$ cat config.mk
export PLATFORM = sky130hd
export DESIGN_NAME = spi_reg_target_flat
export DESIGN_NICKNAME = d
export VERILOG_FILES = /design/src/rtl/spi_reg_target_if.sv /design/src/rtl/spi_reg_target.sv /design/src/flat_wrapper.sv
export SDC_FILE = /design/constraint.sdc
export NUM_CORES = 1
export LEC_CHECK = 0
export CAP_MARGIN = 20
export CORE_MARGIN = 1
export CORE_UTILIZATION = 53
export CTS_CLUSTER_DIAMETER = 40
export CTS_CLUSTER_SIZE = 24
export DETAILED_ROUTE_END_ITERATION = 6
export PLACE_DENSITY = 0.81
export REMOVE_ABC_BUFFERS = 1
export SYNTH_ARGS = -nofsm -noshare
export SYNTH_HDL_FRONTEND = slang
export SYNTH_SLANG_ARGS = --single-unit
$ cat constraint.sdc
create_clock -name clk -period 2.58 [get_ports clk]
set_input_delay 0.516 -clock clk [delete_from_list [all_inputs] [get_ports clk]]
set_output_delay 0.516 -clock clk [all_outputs]
set_load 0.02 [all_outputs]
$ cat src/rtl/spi_reg_target_if.sv
// ---------------------------------------------------------------------------
// spi_reg_target_if
//
// Bundles the SPI pins and the local register-bus signals of the SPI
// register target so the design and its environment share a single port.
//
// Signals:
//   spi_sclk     SPI clock from the master (mode 0)
//   spi_ss_n     active-low target select
//   spi_mosi     master-out data, MSB first
//   spi_miso     target-out data
//   spi_miso_oe  MISO output enable
//   reg_wr_en    one-cycle write strobe
//   reg_wr_addr  write address, valid with reg_wr_en
//   reg_wr_data  write data, valid with reg_wr_en
//   reg_rd_en    one-cycle read request
//   reg_rd_addr  read address, valid with reg_rd_en
//   reg_rd_data  read data returned one clk after reg_rd_en
//   busy         high while a frame is in progress
//
// Modports:
//   slave  - the SPI register target itself
//   master - the surrounding environment (SPI master pins + register file)
// ---------------------------------------------------------------------------
`timescale 1ns/1ps

interface spi_reg_target_if #(
  parameter int ADDR_WIDTH = 7
);

  logic                  spi_sclk;
  logic                  spi_ss_n;
  logic                  spi_mosi;
  logic                  spi_miso;
  logic                  spi_miso_oe;
  logic                  reg_wr_en;
  logic [ADDR_WIDTH-1:0] reg_wr_addr;
  logic [7:0]            reg_wr_data;
  logic                  reg_rd_en;
  logic [ADDR_WIDTH-1:0] reg_rd_addr;
  logic [7:0]            reg_rd_data;
  logic                  busy;

  // The target samples the SPI pins and read data, and drives everything else
  modport slave (
    input  spi_sclk, spi_ss_n, spi_mosi, reg_rd_data,
    output spi_miso, spi_miso_oe, reg_wr_en, reg_wr_addr, reg_wr_data,
           reg_rd_en, reg_rd_addr, busy
  );

  // The environment drives the SPI pins and read data, and observes the rest
  modport master (
    output spi_sclk, spi_ss_n, spi_mosi, reg_rd_data,
    input  spi_miso, spi_miso_oe, reg_wr_en, reg_wr_addr, reg_wr_data,
           reg_rd_en, reg_rd_addr, busy
  );

endinterface

$ cat src/rtl/spi_reg_target.sv
// ---------------------------------------------------------------------------
// spi_reg_target
//
// SPI mode-0 target that gives an external SPI master byte-addressed access
// to a register space in fabric. All SPI pins are oversampled in the system
// clock domain. A frame starts when ss_n falls; the first byte is the
// command {rw, addr}, every further byte is data. Writes become one-cycle
// strobes on the local bus; reads issue one-cycle read requests whose data
// is returned one clk later and shifted out on MISO during the next byte.
// The address auto-increments after each data byte and wraps at
// 2^ADDR_WIDTH.
//
// Parameters:
//   ADDR_WIDTH   register address width (at most 7)
//   SYNC_STAGES  synchronizer depth on sclk, ss_n and mosi (at least 2)
//
// Ports:
//   clk    system clock
//   reset  asynchronous, active-high reset
//   bus    spi_reg_target_if.slave: SPI pins plus local register bus
// ---------------------------------------------------------------------------
`timescale 1ns/1ps

module spi_reg_target #(
  parameter int ADDR_WIDTH  = 7,
  parameter int SYNC_STAGES = 2
) (
  input  logic           clk,
  input  logic           reset,
  spi_reg_target_if.slave bus
);

  typedef enum logic [1:0] {
    IDLE  = 2'd0,
    CMD   = 2'd1,
    WDATA = 2'd2,
    RDATA = 2'd3
  } state_t;

  localparam logic [ADDR_WIDTH-1:0] ADDR_ONE = {{(ADDR_WIDTH-1){1'b0}}, 1'b1};

  state_t r_state;
  state_t w_nextState;

  logic [SYNC_STAGES-1:0] r_sclkSync;
  logic [SYNC_STAGES-1:0] r_ssSync;
  logic [SYNC_STAGES-1:0] r_mosiSync;
  logic                   r_sclkPrev;
  logic                   r_ssPrev;

  logic                   w_sclkSync;
  logic                   w_ssSync;
  logic                   w_mosiSync;
  logic                   w_ssFall;
  logic                   w_ssRise;
  logic                   w_active;
  logic                   w_sclkRise;
  logic                   w_sclkFall;
  logic                   w_byteDone;
  logic                   w_frameStart;
  logic [7:0]             w_rxByte;
  logic [ADDR_WIDTH-1:0]  w_cmdAddr;
  logic [ADDR_WIDTH-1:0]  w_addrNext;

  logic [2:0]             r_bitCnt;
  logic [6:0]             r_rxShift;
  logic [7:0]             r_tx;
  logic                   r_miso;
  logic [ADDR_WIDTH-1:0]  r_addr;
  logic                   r_wrEn;
  logic [ADDR_WIDTH-1:0]  r_wrAddr;
  logic [7:0]             r_wrData;
  logic                   r_rdEn;
  logic [ADDR_WIDTH-1:0]  r_rdAddr;

  // Synchronizers for the three SPI inputs. Every stage resets low, so
  // after a reset the ss_n line has to be seen high before a fall can be
  // detected: a reset in the middle of a frame keeps the target idle until
  // the master deselects and reselects it.
  always_ff @(posedge clk or posedge reset) begin
    if (reset) begin
      r_sclkSync <= '0;
      r_ssSync   <= '0;
      r_mosiSync <= '0;
      r_sclkPrev <= 1'b0;
      r_ssPrev   <= 1'b0;
    end else begin
      r_sclkSync <= {r_sclkSync[SYNC_STAGES-2:0], bus.spi_sclk};
      r_ssSync   <= {r_ssSync[SYNC_STAGES-2:0],   bus.spi_ss_n};
      r_mosiSync <= {r_mosiSync[SYNC_STAGES-2:0], bus.spi_mosi};
      r_sclkPrev <= w_sclkSync;
      r_ssPrev   <= w_ssSync;
    end
  end

  // Edge detection on the last two synchronized samples. SCLK edges only
  // count while a frame is open and the synchronized select is low, so
  // clock activity aimed at other targets is ignored.
  always_comb begin
    w_sclkSync   = r_sclkSync[SYNC_STAGES-1];
    w_ssSync     = r_ssSync[SYNC_STAGES-1];
    w_mosiSync   = r_mosiSync[SYNC_STAGES-1];
    w_ssFall     = r_ssPrev & ~w_ssSync;
    w_ssRise     = ~r_ssPrev & w_ssSync;
    w_active     = (r_state != IDLE) & ~w_ssSync;
    w_sclkRise   = w_active & w_sclkSync & ~r_sclkPrev;
    w_sclkFall   = w_active & ~w_sclkSync & r_sclkPrev;
    w_byteDone   = w_sclkRise & (r_bitCnt == 3'd7);
    w_frameStart = (r_state == IDLE) & w_ssFall;
    w_rxByte     = {r_rxShift, w_mosiSync};
    w_cmdAddr    = w_rxByte[ADDR_WIDTH-1:0];
    w_addrNext   = r_addr + ADDR_ONE;
  end

  // State register of the frame FSM.
  always_ff @(posedge clk or posedge reset) begin
    if (reset) begin
      r_state <= IDLE;
    end else begin
      r_state <= w_nextState;
    end
  end

  // Next-state logic: the command byte selects the read or write data
  // phase, and a detected rise of ss_n closes the frame from any state.
  always_comb begin
    w_nextState = r_state;
    case (r_state)
      IDLE: begin
        if (w_ssFall) begin
          w_nextState = CMD;
        end
      end
      CMD: begin
        if (w_ssRise) begin
          w_nextState = IDLE;
        end else if (w_byteDone) begin
          w_nextState = w_rxByte[7] ? RDATA : WDATA;
        end
      end
      WDATA, RDATA: begin
        if (w_ssRise) begin
          w_nextState = IDLE;
        end
      end
      default: begin
        w_nextState = IDLE;
      end
    endcase
  end

  // Output logic of the FSM. MISO carries data only in the read data
  // phase; during the command byte and write data it is held low.
  always_comb begin
    bus.busy        = (r_state != IDLE);
    bus.spi_miso_oe = (r_state != IDLE);
    bus.spi_miso    = (r_state == RDATA) ? r_miso : 1'b0;
  end

  // Receive path and bus strobes. Bits are shifted in on each detected
  // SCLK rise; the 8th rise completes a byte and, depending on the phase,
  // loads the address, issues a write strobe, or issues a read request
  // (for the command address, or as a prefetch of the next address).
  // Strobes are single-cycle, and a byte that was completed still issues
  // its strobe even if ss_n is seen rising in the same clk, because the
  // strobe registers do not depend on the next state. A partial byte
  // simply never reaches the 8th rise and is lost when the frame closes.
  always_ff @(posedge clk or posedge reset) begin
    if (reset) begin
      r_bitCnt  <= 3'd0;
      r_rxShift <= 7'd0;
      r_addr    <= '0;
      r_wrEn    <= 1'b0;
      r_wrAddr  <= '0;
      r_wrData  <= 8'd0;
      r_rdEn    <= 1'b0;
      r_rdAddr  <= '0;
    end else begin
      r_wrEn <= 1'b0;
      r_rdEn <= 1'b0;
      if (w_frameStart) begin
        r_bitCnt  <= 3'd0;
        r_rxShift <= 7'd0;
      end else if (w_sclkRise) begin
        r_bitCnt  <= r_bitCnt + 3'd1;
        r_rxShift <= w_rxByte[6:0];
        if (w_byteDone) begin
          case (r_state)
            CMD: begin
              r_addr <= w_cmdAddr;
              if (w_rxByte[7]) begin
                r_rdEn   <= 1'b1;
                r_rdAddr <= w_cmdAddr;
              end
            end
            WDATA: begin
              r_wrEn   <= 1'b1;
              r_wrAddr <= r_addr;
              r_wrData <= w_rxByte;
              r_addr   <= w_addrNext;
            end
            RDATA: begin
              r_addr   <= w_addrNext;
              r_rdEn   <= 1'b1;
              r_rdAddr <= w_addrNext;
            end
            default: begin
            end
          endcase
        end
      end
    end
  end

  // Transmit path. Read data is captured one clk after the read request.
  // MISO is a separate output stage updated on detected SCLK falls: the
  // first fall after a byte completes presents the MSB of the freshly
  // loaded byte, and each further fall presents the next bit, so the
  // master sees every bit stable across its sampling rise.
  always_ff @(posedge clk or posedge reset) begin
    if (reset) begin
      r_tx   <= 8'd0;
      r_miso <= 1'b0;
    end else begin
      if (w_frameStart) begin
        r_tx   <= 8'd0;
        r_miso <= 1'b0;
      end else if (r_rdEn) begin
        r_tx <= bus.reg_rd_data;
      end else if (w_sclkFall && (r_state == RDATA)) begin
        r_miso <= r_tx[7];
        r_tx   <= {r_tx[6:0], 1'b0};
      end
    end
  end

  // Register-bus outputs come straight from their registers.
  assign bus.reg_wr_en   = r_wrEn;
  assign bus.reg_wr_addr = r_wrAddr;
  assign bus.reg_wr_data = r_wrData;
  assign bus.reg_rd_en   = r_rdEn;
  assign bus.reg_rd_addr = r_rdAddr;

endmodule

$ cat src/flat_wrapper.sv
// flat-port wrapper written by rule: the top's interface ports become plain ports
module spi_reg_target_flat 
#(
  parameter int ADDR_WIDTH  = 7,
  parameter int SYNC_STAGES = 2
)
  (clk, reset, bus_spi_sclk, bus_spi_ss_n, bus_spi_mosi, bus_reg_rd_data, bus_spi_miso, bus_spi_miso_oe, bus_reg_wr_en, bus_reg_wr_addr, bus_reg_wr_data, bus_reg_rd_en, bus_reg_rd_addr, bus_busy);
  spi_reg_target_if #(.ADDR_WIDTH(ADDR_WIDTH)) bus_i ();
  input  logic clk;
  input  logic reset;
  input wire logic [$bits(bus_i.spi_sclk)-1:0] bus_spi_sclk;
  input wire logic [$bits(bus_i.spi_ss_n)-1:0] bus_spi_ss_n;
  input wire logic [$bits(bus_i.spi_mosi)-1:0] bus_spi_mosi;
  input wire logic [$bits(bus_i.reg_rd_data)-1:0] bus_reg_rd_data;
  output wire logic [$bits(bus_i.spi_miso)-1:0] bus_spi_miso;
  output wire logic [$bits(bus_i.spi_miso_oe)-1:0] bus_spi_miso_oe;
  output wire logic [$bits(bus_i.reg_wr_en)-1:0] bus_reg_wr_en;
  output wire logic [$bits(bus_i.reg_wr_addr)-1:0] bus_reg_wr_addr;
  output wire logic [$bits(bus_i.reg_wr_data)-1:0] bus_reg_wr_data;
  output wire logic [$bits(bus_i.reg_rd_en)-1:0] bus_reg_rd_en;
  output wire logic [$bits(bus_i.reg_rd_addr)-1:0] bus_reg_rd_addr;
  output wire logic [$bits(bus_i.busy)-1:0] bus_busy;
  assign bus_i.spi_sclk = bus_spi_sclk;
  assign bus_i.spi_ss_n = bus_spi_ss_n;
  assign bus_i.spi_mosi = bus_spi_mosi;
  assign bus_i.reg_rd_data = bus_reg_rd_data;
  assign bus_spi_miso = bus_i.spi_miso;
  assign bus_spi_miso_oe = bus_i.spi_miso_oe;
  assign bus_reg_wr_en = bus_i.reg_wr_en;
  assign bus_reg_wr_addr = bus_i.reg_wr_addr;
  assign bus_reg_wr_data = bus_i.reg_wr_data;
  assign bus_reg_rd_en = bus_i.reg_rd_en;
  assign bus_reg_rd_addr = bus_i.reg_rd_addr;
  assign bus_busy = bus_i.busy;
  spi_reg_target #(.ADDR_WIDTH(ADDR_WIDTH), .SYNC_STAGES(SYNC_STAGES)) u_core (.clk(clk), .reset(reset), .bus(bus_i));
endmodule
* Word-level counts from Yosys, hierarchy flattened *
Index checks and enable logic that the tools add are counted.

cells by class
  multiply operators = 0
  reduce and logical (&&, ||, !) cells = 14
  muxes and demuxes = 29
  bitwise operators = 14
  $lt $le $gt $ge = 0
  equality and inequality tests = 9
  shift operators = 0
  divide/modulo/power cells = 0
  $add $sub $neg = 2

operators with widths
  cell                 number
  $pmux 7 s2           2
  $mux 8               3
  $mux 7               3
  $mux 1               13
  $reduce_bool 2->1    5
  $and 1x1->1          9
  $mux 2               4
  $ne 2x1->1 const B   4
  $reduce_and 4->1     2
  $add 7x1->7 const B  1
  $mux 3               2
  $pmux 2 s3           1
  $not 1->1            5
  $reduce_and 5->1     1
  $eq 2x2->1 const B   2
  $add 3x1->3 const B  1
  $eq 3x3->1 const B   1
  $ne 3x1->1 const B   1
  $reduce_and 3->1     1
  $reduce_bool 3->1    1
  $eq 2x1->1 const B   1
  $logic_not 2->1      1
  $pmux 1 s2           1
  $reduce_and 2->1     1
  other kinds (2)      2

word-level totals
  memories kept = 0
  word-level logic and storage cells = 84
  ROM bits = 0
  register bits = 60
  memory bits (writable) = 0
  bits in latches = 0

* Logic depth before layout (Yosys ltp) *
Gate-level depths: netlist of the first run.

  depth in word-level cells = 8
  mapped depth = 8
  depth with buffers taken out = 6

* Worst setup path before layout of the first run *
No wires, ideal clock.

  path type = reg-to-output
  start = register u_core.r_state[0]
  end = output bus_spi_miso
  stages on the path, launching flop included = 5
  arrival = 1207 ps
  setup slack = 857 ps
  buffers on the path = 2
  path through = dfrtp_1 buf_1 nand2_1 buf_2 nor2_1

between the ends
  cells in the longest elaborated chain, start to end = 2

ends and longest elaborated chain
  item                    RTL line               RTL
  start, declared         spi_reg_target.sv:42   state_t r_state;
  start signal, assigned  spi_reg_target.sv:120  r_state <= w_nextState;
  $eq 2x2->1              spi_reg_target.sv:157  bus.spi_miso = (r_state == RDATA) ? r_miso : 1'b0;
  $mux 1                  spi_reg_target.sv:157
  end, declared           flat_wrapper.sv:15     output wire logic [$bits(bus_i.spi_miso)-1:0] bus_spi_miso;

Every way passes these cells.

* Worst setup path in the final report of the first run *
Same ends and word-level chain as after synthesis.

==> run summary, run 1 <==
Syn. warnings: 0
Worst setup SP type: flip-flop
Endpoint type of the worst setup path: output pin
Setup CP Type: flip-flop to output pin
Sequential share of the synthesized area: 56.68%
Top_reg_cell synth: dfrtp_1
Die Height: 72.70 µm
WL final: 4.649 mm
Final setup fails: 0
Final hold violations: 0
Area growth, synth to finish: 25.46%
CTS Buffer Depth: 2
Number of synthesized flops with an enable pin: 0
Largest net degree at the start of global routing: 38
Hold Crit Class: flip-flop to flip-flop
Syn Inst Count: 229
Row cnt: 25
RD Place Congestion: 0.8239
Total power: 0.002084 W
# DRC: 0
Worst-Margin Slew: 827.7 ps
CTS root buffer: clkbuf_8
Distinct cells, synth: 39
Drt initial violations: 143
Slew headroom: 44.45%
TritonCTS clock tree: built
Largest family of logic cells by synthesized area: multiplexers
Post_cts resized: 0
Nets@finish: 284
Pwr Density: 627.2 nW/µm²
Reg clk slew, reported paths: 70 ps
Hold depth: 0
Overall Global Routing Usage: 20.45%
Drt pass-1 iters: 5
Critical path required time: 2060 ps
Peak Freq: 0.4391 GHz
Final setup TNS: 0 ps
H-tree level count: 3
Worst-Skew Late Latency: 330 ps
# fillers: 370
Core ar.: 4755 µm²
Maximum fanout along the worst path: 13
Synth Area in Adders: 1.417%
I/O Pins: 40
FF-to-FF path depth: 4
Seq. cell area: 1501 µm²
Final design instance area without fill: 3323 µm²
Minimum clock period: 2277 ps
Synth Area in Simple Gates: 12.05%
Initial antenna violation count: 0
Post-synthesis mux area share: 14.12%
Status: finished, final reports clean
CTS sink count: 60
Hold_buf cts: 0
Post-DR wirelength/cell: 13.67 µm
CTS buffer count: 9
Leakage dissipation: 1.664 nW
Initial Utilization: 55.71%
Share of cells above drive strength 1: 14.65%
Multi-input logic area: 1044 µm²
Max Cap Viol: 0
Total number of vias: 1,802
Die ar.: 5285 µm²
XOR/XNOR Fraction of Synth Area: 1.653%
Synth Area in Compound Gates: 10.16%
# diodes: 0
Avg Cell Area, Syn: 11.57 µm²
PortBufs: 39
RSZ-0062 raised after global routing: no
VDD IR max: 0.0005729 V
First-pass GRT wire length: 7.859 mm
Slew Limit Fails: 0
Synthesized area: 2649 µm²
DR vias/cell: 5.300
Register bit count reported by yosys: 60
FFs w/ async S/R, synth: 100.0%
Die width: 72.70 µm
ANT nets after route: 0
Hpwl dp: 3.114 mm
Tcrit/Tclk final: 88.26%
Grt ovf: 0
Data arrival time of the worst path: 1760 ps
Postcts setup bufs: 0
DP Area: 3088 µm²
Clock skew: 4.814 ps
WHS: 354.0 ps
Vias in the first global route: 1,622
## per-stage QoR
step / util [%] / std cells / worst slack [ps]
finish: 69.89 / 340 / 302.8
global route: 69.89 / 340 / 231.2
CTS: 69.89 / 340 / 293.0
detailed placement: 64.95 / 324 / 670.8
global placement: 64.95 / 324 / 677.4
floorplan: - / 214 / 206.3
## layout by cell type, fill, tap and decap left out, types with 2 or more instances in the layout
master,count
a21oi_1,14
a221oi_1,7
a31oi_1,2
buf_4,3
bufinv_16,2
clkbuf_8,12
clkdlybuf4s50_1,39
clkinv_2,2
dfrtp_1,60
ha_1,3
inv_1,6
mux2_2,7
mux2_4,9
mux2i_1,16
nand2_1,24
nand3_1,4
nor2_1,20
nor2b_1,2
nor3_1,2
nor3b_1,2
o21ai_0,11
o31ai_1,4
xnor2_1,4
## registers in the layout (all words and copies together), names as in the netlist, 2 cells and up
| signal | count |
|---|---|
| u_core.r_state | 2 |
| u_core.r_bitCnt | 3 |
| u_core.bus.reg_rd_addr | 7 |
| u_core.r_sclkSync | 2 |
| u_core.r_tx | 8 |
| u_core.r_addr | 7 |
| u_core.r_ssSync | 2 |
| u_core.r_rxShift | 7 |
| u_core.bus.reg_wr_data | 8 |
| u_core.bus.reg_wr_addr | 7 |
| u_core.r_mosiSync | 2 |
## power breakdown
group	switching (W)	internal, W	total [W]	leakage, nW
clock network	0.000350	0.000619	0.000969	0.122
registers	0.0000299	0.000969	0.000999	0.815
logic	0.0000599	0.0000567	0.000117	0.727
total	0.000439	0.00165	0.00208	1.66
## critical path: stages, from the launching register on
cell             delay, ps
dfrtp_1                580
nand2_1                130
nor2_1                 100
clkdlybuf4s50_1        610
## final timing paths
path | to | slack, ps | start
max | bus_spi_miso | 300 | u_core.r_state[0]
min | u_core.r_mosiSync[1] | 350 | u_core.r_mosiSync[0]
max reg2reg | u_core.r_rxShift[5] | 660 | u_core.r_state[0]
min reg2reg | u_core.r_mosiSync[1] | 350 | u_core.r_mosiSync[0]
max in group asynchronous | u_core.r_rxShift[5] | 1490 | reset
min in group asynchronous | u_core.r_addr[6] | 540 | reset
## synth_stat cells, types with 3 or more instances
cell type / number / share of area (%)
o31ai_1: 4 / 1.1
a21oi_1: 14 / 2.6
mux2i_1: 16 / 6.0
buf_2: 5 / 0.94
a221oi_1: 7 / 2.3
xnor2_1: 4 / 1.3
nor2_1: 20 / 2.8
inv_1: 7 / 0.99
ha_1: 3 / 1.4
nand2_1: 24 / 3.4
mux2_2: 7 / 3.0
nand3_1: 4 / 0.76
o21ai_0: 11 / 2.1
dfrtp_1: 60 / 57
mux2_4: 9 / 5.1
clkbuf_1: 4 / 0.57
buf_1: 3 / 0.43
## cell families after synthesis
kind of cell,count (synthesis)
compound gates,43
fa+ha+maj,3
buf+inv,22
flops,60
xor+xnor,5
mux,32
simple gates,64
## layout make-up
type | count | share of cell area, %
inverters | 7 | 0.7907
clock buffers | 12 | 4.970
clock inverters | 4 | 2.108
multi-input cells | 147 | 31.40
repair buffers | 43 | 13.03
flip-flops and latches | 60 | 45.18
well taps | 67 | 2.523
## layer usage
layer	track usage (%)	vias up	share of wire, %
li1	-	884	-
met2	28.76	37	46
met1	28.70	879	49
met5	0	-	0
met4	7.843	0	0.88
met3	7.873	2	4.7
(Power assumes the default switching activity.)
==> run 2: changes to the inputs <==
==> constraint.sdc (replaced) <==
create_clock -name clk -period 2.6 [get_ports clk]
set_input_delay 0.52 -clock clk [delete_from_list [all_inputs] [get_ports clk]]
set_output_delay 0.52 -clock clk [all_outputs]
set_load 0.02 [all_outputs]
==> run summary, run 2 (synthesis results as in run 1) <==
Worst r2r src: u_core.r_bitCnt[0] (was u_core.r_state[0])
WL final: 4.592 mm (was 4.649 mm)
Hold Startpoint: u_core.r_ssSync[0] (was u_core.r_mosiSync[0])
CTS root buffer: clkbuf_8 (unchanged)
CP bufs+invs: 1 (unchanged)
Share of cells above drive strength 1: 13.60% (was 14.65%)
VDD IR max: 0.0002995 V (was 0.0005729 V)
Placed cells: 324 (unchanged)
Reg clk slew, reported paths: 60 ps (was 70 ps)
Setup CP Type: flip-flop to output pin (unchanged)
Row cnt: 25 (unchanged)
Clock network fraction of design power: 39.2% (was 46.5%)
Die Height: 72.70 µm (unchanged)
RD Place Congestion: 0.8278 (was 0.8239)
Most common cell after layout, fill and taps aside: dfrtp_1 (unchanged)
# fillers: 372 (was 370)
Nets@finish: 284 (unchanged)
Worst hold endpoint: u_core.r_ssSync[1] (was u_core.r_mosiSync[1])
H-tree level count: 3 (unchanged)
ANT nets after route: 0 (unchanged)
Minimum clock period: 2256 ps
Initial antenna violation count: 0 (unchanged)
Most frequent cells in the layout: dfrtp_1 (60), clkdlybuf4s50_1 (39), nand2_1 (24) (unchanged)
Hold_buf cts: 0 (unchanged)
CP startpoint: u_core.bus.reg_rd_en (was u_core.r_state[0])
Critical path required time: 2080 ps (was 2060 ps)
Initial Utilization: 55.71% (unchanged)
Peak Freq: 0.4433 GHz
# diodes: 0 (unchanged)
PortBufs: 39 (unchanged)
Hpwl dp: 3.115 mm (was 3.114 mm)
Crit-path leading delay family: buffers and inverters (unchanged)
Sw Ratio: 22.74% (was 21.08%)
Post_cts resized: 0 (unchanged)
Pwr Density: 559.7 nW/µm² (was 627.2 nW/µm²)
CP Cell Sequence: clkdlybuf4s50_1 (was nand2_1 -> nor2_1 -> clkdlybuf4s50_1)
Hold Crit Class: flip-flop to flip-flop (unchanged)
Final setup TNS: 0 ps (unchanged)
Tcrit/Tclk final: 86.77%
FF-to-FF path depth: 7 (was 4)
Internal: 0.001408 W (was 0.001645 W)
Data arrival time of the worst path: 1740 ps (was 1760 ps)
Final setup fails: 0 (unchanged)
Total power: 0.001823 W (was 0.002084 W)
Worst setup SP type: flip-flop (unchanged)
Slowest CP cell: clkdlybuf4s50_1 (unchanged)
Worst-Skew Late Latency: 330 ps (about the same)
Post-route non-filler standard cell count: 339 (was 340)
Seq. cell area: 1501 µm² (unchanged)
# DRC: 0 (unchanged)
Hold depth: 0 (unchanged)
Grt ovf: 0 (unchanged)
Drt initial violations: 71 (was 143)
Worst-Margin Slew: 770.4 ps (was 827.7 ps)
Maximum fanout along the worst path: 19 (was 13)
Multi-input logic area: 1044 µm² (unchanged)
Area growth, synth to finish: 22.96% (was 25.46%)
DR vias/cell: 5.304 (was 5.300)
Reg-to-reg setup timing slack: 700 ps (was 660 ps)
Largest net degree at the start of global routing: 38 (unchanged)
CTS Buffer Depth: 2 (unchanged)
RSZ-0062 raised after global routing: no (unchanged)
Clock skew: 8.639 ps (was 4.814 ps)
Postcts setup bufs: 0 (unchanged)
Die width: 72.70 µm (unchanged)
Die ar.: 5285 µm² (unchanged)
Status: finished, final reports clean (unchanged)
Vias in the first global route: 1,653 (was 1,622)
TritonCTS clock tree: built (unchanged)
Slew Limit Fails: 0 (unchanged)
Max Cap Viol: 0 (unchanged)
Final hold violations: 0 (unchanged)
Net Sw Power: 0.0004146 W (was 0.0004393 W)
CTS sink count: 60 (unchanged)
Total number of vias: 1,798 (was 1,802)
CP max stage delay: 710 ps (was 610 ps)
Worst r2r dst: u_core.bus.reg_rd_addr[0] (was u_core.r_rxShift[5])
Slew headroom: 48.29% (was 44.45%)
First-pass GRT wire length: 7.645 mm (was 7.859 mm)
Logic pwr share: 6.4% (was 5.6%)
Fin util: 68.50% (was 69.89%)
CTS buffer count: 9 (unchanged)
Core ar.: 4755 µm² (unchanged)
I/O Pins: 40 (unchanged)
Post-DR wirelength/cell: 13.55 µm (was 13.67 µm)
Leakage dissipation: 1.631 nW (was 1.664 nW)
Endpoint type of the worst setup path: output pin (unchanged)
Sequential power share: 54.3% (was 47.9%)
WHS: 349.7 ps (was 354.0 ps)
Overall Global Routing Usage: 19.68% (was 20.45%)
Drt pass-1 iters: 4 (was 5)
[run 2: final cells by class]
type | count | area share [%]
repair buffers | 43 | 13.29
well taps | 67 | 2.574
clock buffers | 13 | 4.879
clock inverters | 2 | 0.3073
flip-flops and latches | 60 | 46.10
multi-input cells | 147 | 32.04
inverters | 7 | 0.8068
[run 2: worst max path at each step]
| stage | endpoint | slack (ps) | cells after the start |
|---|---|---|---|
| final | bus_reg_rd_en | 340 | 1 |
| after global routing | bus_spi_miso | 240 | 3 |
| after CTS | bus_spi_miso | 330 | 3 |
| after detailed placement | bus_spi_miso | 680 | 3 |
| after global placement | bus_spi_miso | 690 | 3 |
| after floorplan | u_core.bus.reg_rd_addr[0] | 230 | 6 |
[run 2: per-stage QoR]
stage / area, µm² / setup slack [ps]
finish: 3257 / 344.0
global route: 3257 / 242.0
floorplan: 2571 / 226.3
detailed placement: 3088 / 680.1
CTS: 3257 / 327.6
global placement: 3088 / 694.0
[run 2: power by group through the flow]
stage	combinational [W]	clock [W]	sequential (W)
CTS	0.000121	0.000729	0.000990
finish	0.000117	0.000715	0.000990
global route	0.000135	0.000772	0.000993
floorplan	0.0000746	0	0.000999
detailed placement	0.000120	0	0.00101
global placement	0.000115	0	0.00100
[run 2: layer usage]
layer / up-vias / share of wire, % / wire length [µm] / global-route usage [%]
li1: 882 / - / - / -
met3: 8 / 3.5 / 159 / 4.144
met2: 43 / 46 / 2135 / 28.87
met1: 865 / 48 / 2212 / 27.31
met4: 0 / 1.9 / 85 / 11.11
met5: - / 0 / 0 / 0
[run 2: worst reg2reg max path, delay by kind of cell, from the launching register on]
| family | cells | cell delay (ps) |
|---|---|---|
| fa+ha+maj | 2 | 280 |
| buf+inv | 2 | 360 |
| mux | 1 | 340 |
| flops | 1 | 360 |
| simple gates | 2 | 440 |
==> run 3: changes to the inputs <==
--- a/config.mk
+++ b/config.mk
@@ -6,12 +6,14 @@
 export NUM_CORES = 1
 export LEC_CHECK = 0
 export CAP_MARGIN = 20
+export CELL_PAD_IN_SITES_DETAIL_PLACEMENT = 1
+export CELL_PAD_IN_SITES_GLOBAL_PLACEMENT = 1
 export CORE_MARGIN = 1
-export CORE_UTILIZATION = 53
+export CORE_UTILIZATION = 46
 export CTS_CLUSTER_DIAMETER = 40
-export CTS_CLUSTER_SIZE = 24
+export CTS_CLUSTER_SIZE = 30
 export DETAILED_ROUTE_END_ITERATION = 6
-export PLACE_DENSITY = 0.81
+export PLACE_DENSITY = 0.87
 export REMOVE_ABC_BUFFERS = 1
 export SYNTH_ARGS = -nofsm -noshare
 export SYNTH_HDL_FRONTEND = slang
==> constraint.sdc (replaced) <==
create_clock -name clk -period 2.9 [get_ports clk]
set_input_delay 0.58 -clock clk [delete_from_list [all_inputs] [get_ports clk]]
set_output_delay 0.58 -clock clk [all_outputs]
set_load 0.02 [all_outputs]
==> run summary, run 3 (synthesis results as in run 1) <==
WL final: 5.399 mm (was 4.592 mm)
GRT met2 Usage: 30.88% (was 28.87%)
Setup CP Type: flip-flop to output pin (unchanged)
H-tree level count: 3 (unchanged)
Clock skew: 10.78 ps (was 8.639 ps)
Die Height: 77.89 µm (was 72.70 µm)
Core ar.: 5540 µm² (was 4755 µm²)
GRT Max-Usage Layer: met2 (unchanged)
Slowest CP cell: clkdlybuf4s50_1 (unchanged)
Worst-Skew Late Latency: 340 ps (was 330 ps)
CTS root buffer: clkbuf_8 (unchanged)
Most common cell after layout, fill and taps aside: dfrtp_1 (unchanged)
Final design instance area without fill: 3269 µm² (was 3257 µm²)
Initial Utilization: 47.81% (was 55.71%)
Die width: 77.89 µm (was 72.70 µm)
Minimum clock period: 2494 ps
Reg clk slew, reported paths: 60 ps (about the same)
Final setup TNS: 0 ps (unchanged)
Post-route non-filler standard cell count: 344 (was 339)
# DRC: 0 (unchanged)
Area growth, synth to finish: 23.43% (was 22.96%)
Fin util: 59.01% (was 68.50%)
Placed cells: 329 (was 324)
Slew Limit Fails: 0 (unchanged)
I/O Pins: 40 (unchanged)
Data arrival time of the worst path: 1910 ps (was 1740 ps)
Hold_buf cts: 0 (unchanged)
GRT met3 Usage: 4.941% (was 4.144%)
Pwr Density: 518.8 nW/µm² (was 559.7 nW/µm²)
Final setup fails: 0 (unchanged)
CP Cell Sequence: nand2_1 -> buf_4 -> nor2_1 -> clkdlybuf4s50_1 (was clkdlybuf4s50_1)
Grt ovf: 0 (unchanged)
Max Cap Viol: 0 (unchanged)
DR vias/cell: 5.407 (was 5.304)
Die ar.: 6066 µm² (was 5285 µm²)
Hpwl dp: 3.531 mm (was 3.115 mm)
CTS sink count: 60 (unchanged)
Overall Global Routing Usage: 20.61% (was 19.68%)
Largest net degree at the start of global routing: 61 (was 38)
Peak Freq: 0.4009 GHz
Row cnt: 27 (was 25)
Worst setup SP type: flip-flop (unchanged)
Final hold violations: 0 (unchanged)
Drt initial violations: 92 (was 71)
Drt pass-1 iters: 5 (was 4)
DP Area: 3082 µm² (was 3088 µm²)
CTS Buffer Depth: 2 (unchanged)
Slew headroom: 45.94% (was 48.29%)
First-pass GRT wire length: 9.301 mm (was 7.645 mm)
Initial antenna violation count: 0 (unchanged)
Post_cts resized: 0 (unchanged)
Critical path required time: 2320 ps (was 2080 ps)
CTS buffer count: 9 (unchanged)
# diodes: 0 (unchanged)
Share of cells above drive strength 1: 13.97% (was 13.60%)
Total number of vias: 1,860 (was 1,798)
Most frequent cells in the layout: dfrtp_1 (60), clkdlybuf4s50_1 (39), nand2_1 (24) (unchanged)
PortBufs: 39 (unchanged)
Vias in the first global route: 1,853 (was 1,653)
Tcrit/Tclk final: 86.01%
CP bufs+invs: 2 (was 1)
Leakage dissipation: 1.635 nW (was 1.631 nW)
Maximum fanout along the worst path: 13 (was 19)
VDD IR max: 0.0002672 V (was 0.0002995 V)
Status: finished, final reports clean (unchanged)
Worst-Margin Slew: 805.5 ps (was 770.4 ps)
Met1 usage: 27.91% (was 27.31%)
RSZ-0062 raised after global routing: no (unchanged)
Nets@finish: 284 (unchanged)
Post-DR wirelength/cell: 15.69 µm (was 13.55 µm)
Postcts setup bufs: 0 (unchanged)
ANT nets after route: 0 (unchanged)
Endpoint type of the worst setup path: output pin (unchanged)
Hold Crit Class: flip-flop to flip-flop (unchanged)
TritonCTS clock tree: built (unchanged)
RD Place Congestion: 0.7851 (was 0.8278)
Crit-path leading delay family: buffers and inverters (unchanged)
CP max stage delay: 610 ps (was 710 ps)
## run 3: changes by cell type in the layout (fill, tap and decap cells not counted)
cell      previous run  this run
clkinv_2             2         1
clkbuf_1             2         1
buf_4                3         4
buf_12               1         0
clkbuf_8            11        13
## run 3: path summary, 6_finish.rpt
| path | startpoint | end | slack [ps] | cells after the start |
|---|---|---|---|---|
| min in group asynchronous | reset | u_core.bus.reg_wr_addr[6] | 790 | 3 |
| worst min-delay path | u_core.r_ssSync[0] | u_core.r_ssSync[1] | 350 | 0 |
| worst max-delay path | u_core.r_state[0] | bus_spi_miso | 410 | 4 |
| worst min register to register | u_core.r_ssSync[0] | u_core.r_ssSync[1] | 350 | 0 |
| max in group asynchronous | reset | u_core.r_state[1] | 1620 | 3 |
| worst max register to register | u_core.r_state[1] | u_core.r_bitCnt[0] | 960 | 5 |
## run 3: final cells by class
cell class | instances | area, µm²
inverter | 7 | 26.28
clock buffer | 14 | 182.7
timing repair buffer | 43 | 420.4
tap | 72 | 90.09
multi-input combinational | 147 | 1044
clock inverter | 1 | 5.005
fill | 577 | 2271
sequential | 60 | 1501
## run 3: worst register-to-register path: cells and delay by family, from the launching register on
kind	cells	cell delay, ps
XOR/XNOR	1	270
buffers and inverters	1	260
flip-flops	1	350
AND/OR/NAND/NOR	3	920
## run 3: layer usage
layer | vias up | wire (µm)
met5 | - | 0
met4 | 0 | 97
met3 | 7 | 179
met2 | 35 | 2588
met1 | 942 | 2534
li1 | 876 | -
## run 3: power by group
group	internal, W	leakage, nW	switching, W	total, W
clock	0.000398	0.0986	0.000302	0.000700
sequential	0.000862	0.815	0.0000270	0.000889
combinational	0.0000491	0.722	0.0000582	0.000107
total	0.00131	1.64	0.000387	0.00170
## run 3: through the flow
stage | total power, W | setup WS [ps] | hold WS, ps
finish | 0.001696 | 405.7 | 347.0
global route | 0.001780 | 259.9 | 358.9
CTS | 0.001720 | 387.6 | 350.0
detailed placement | 0.001012 | 736.7 | 335.6
global placement | 0.001004 | 795.0 | 333.5
floorplan | 0.0009628 | 526.3 | 331.2
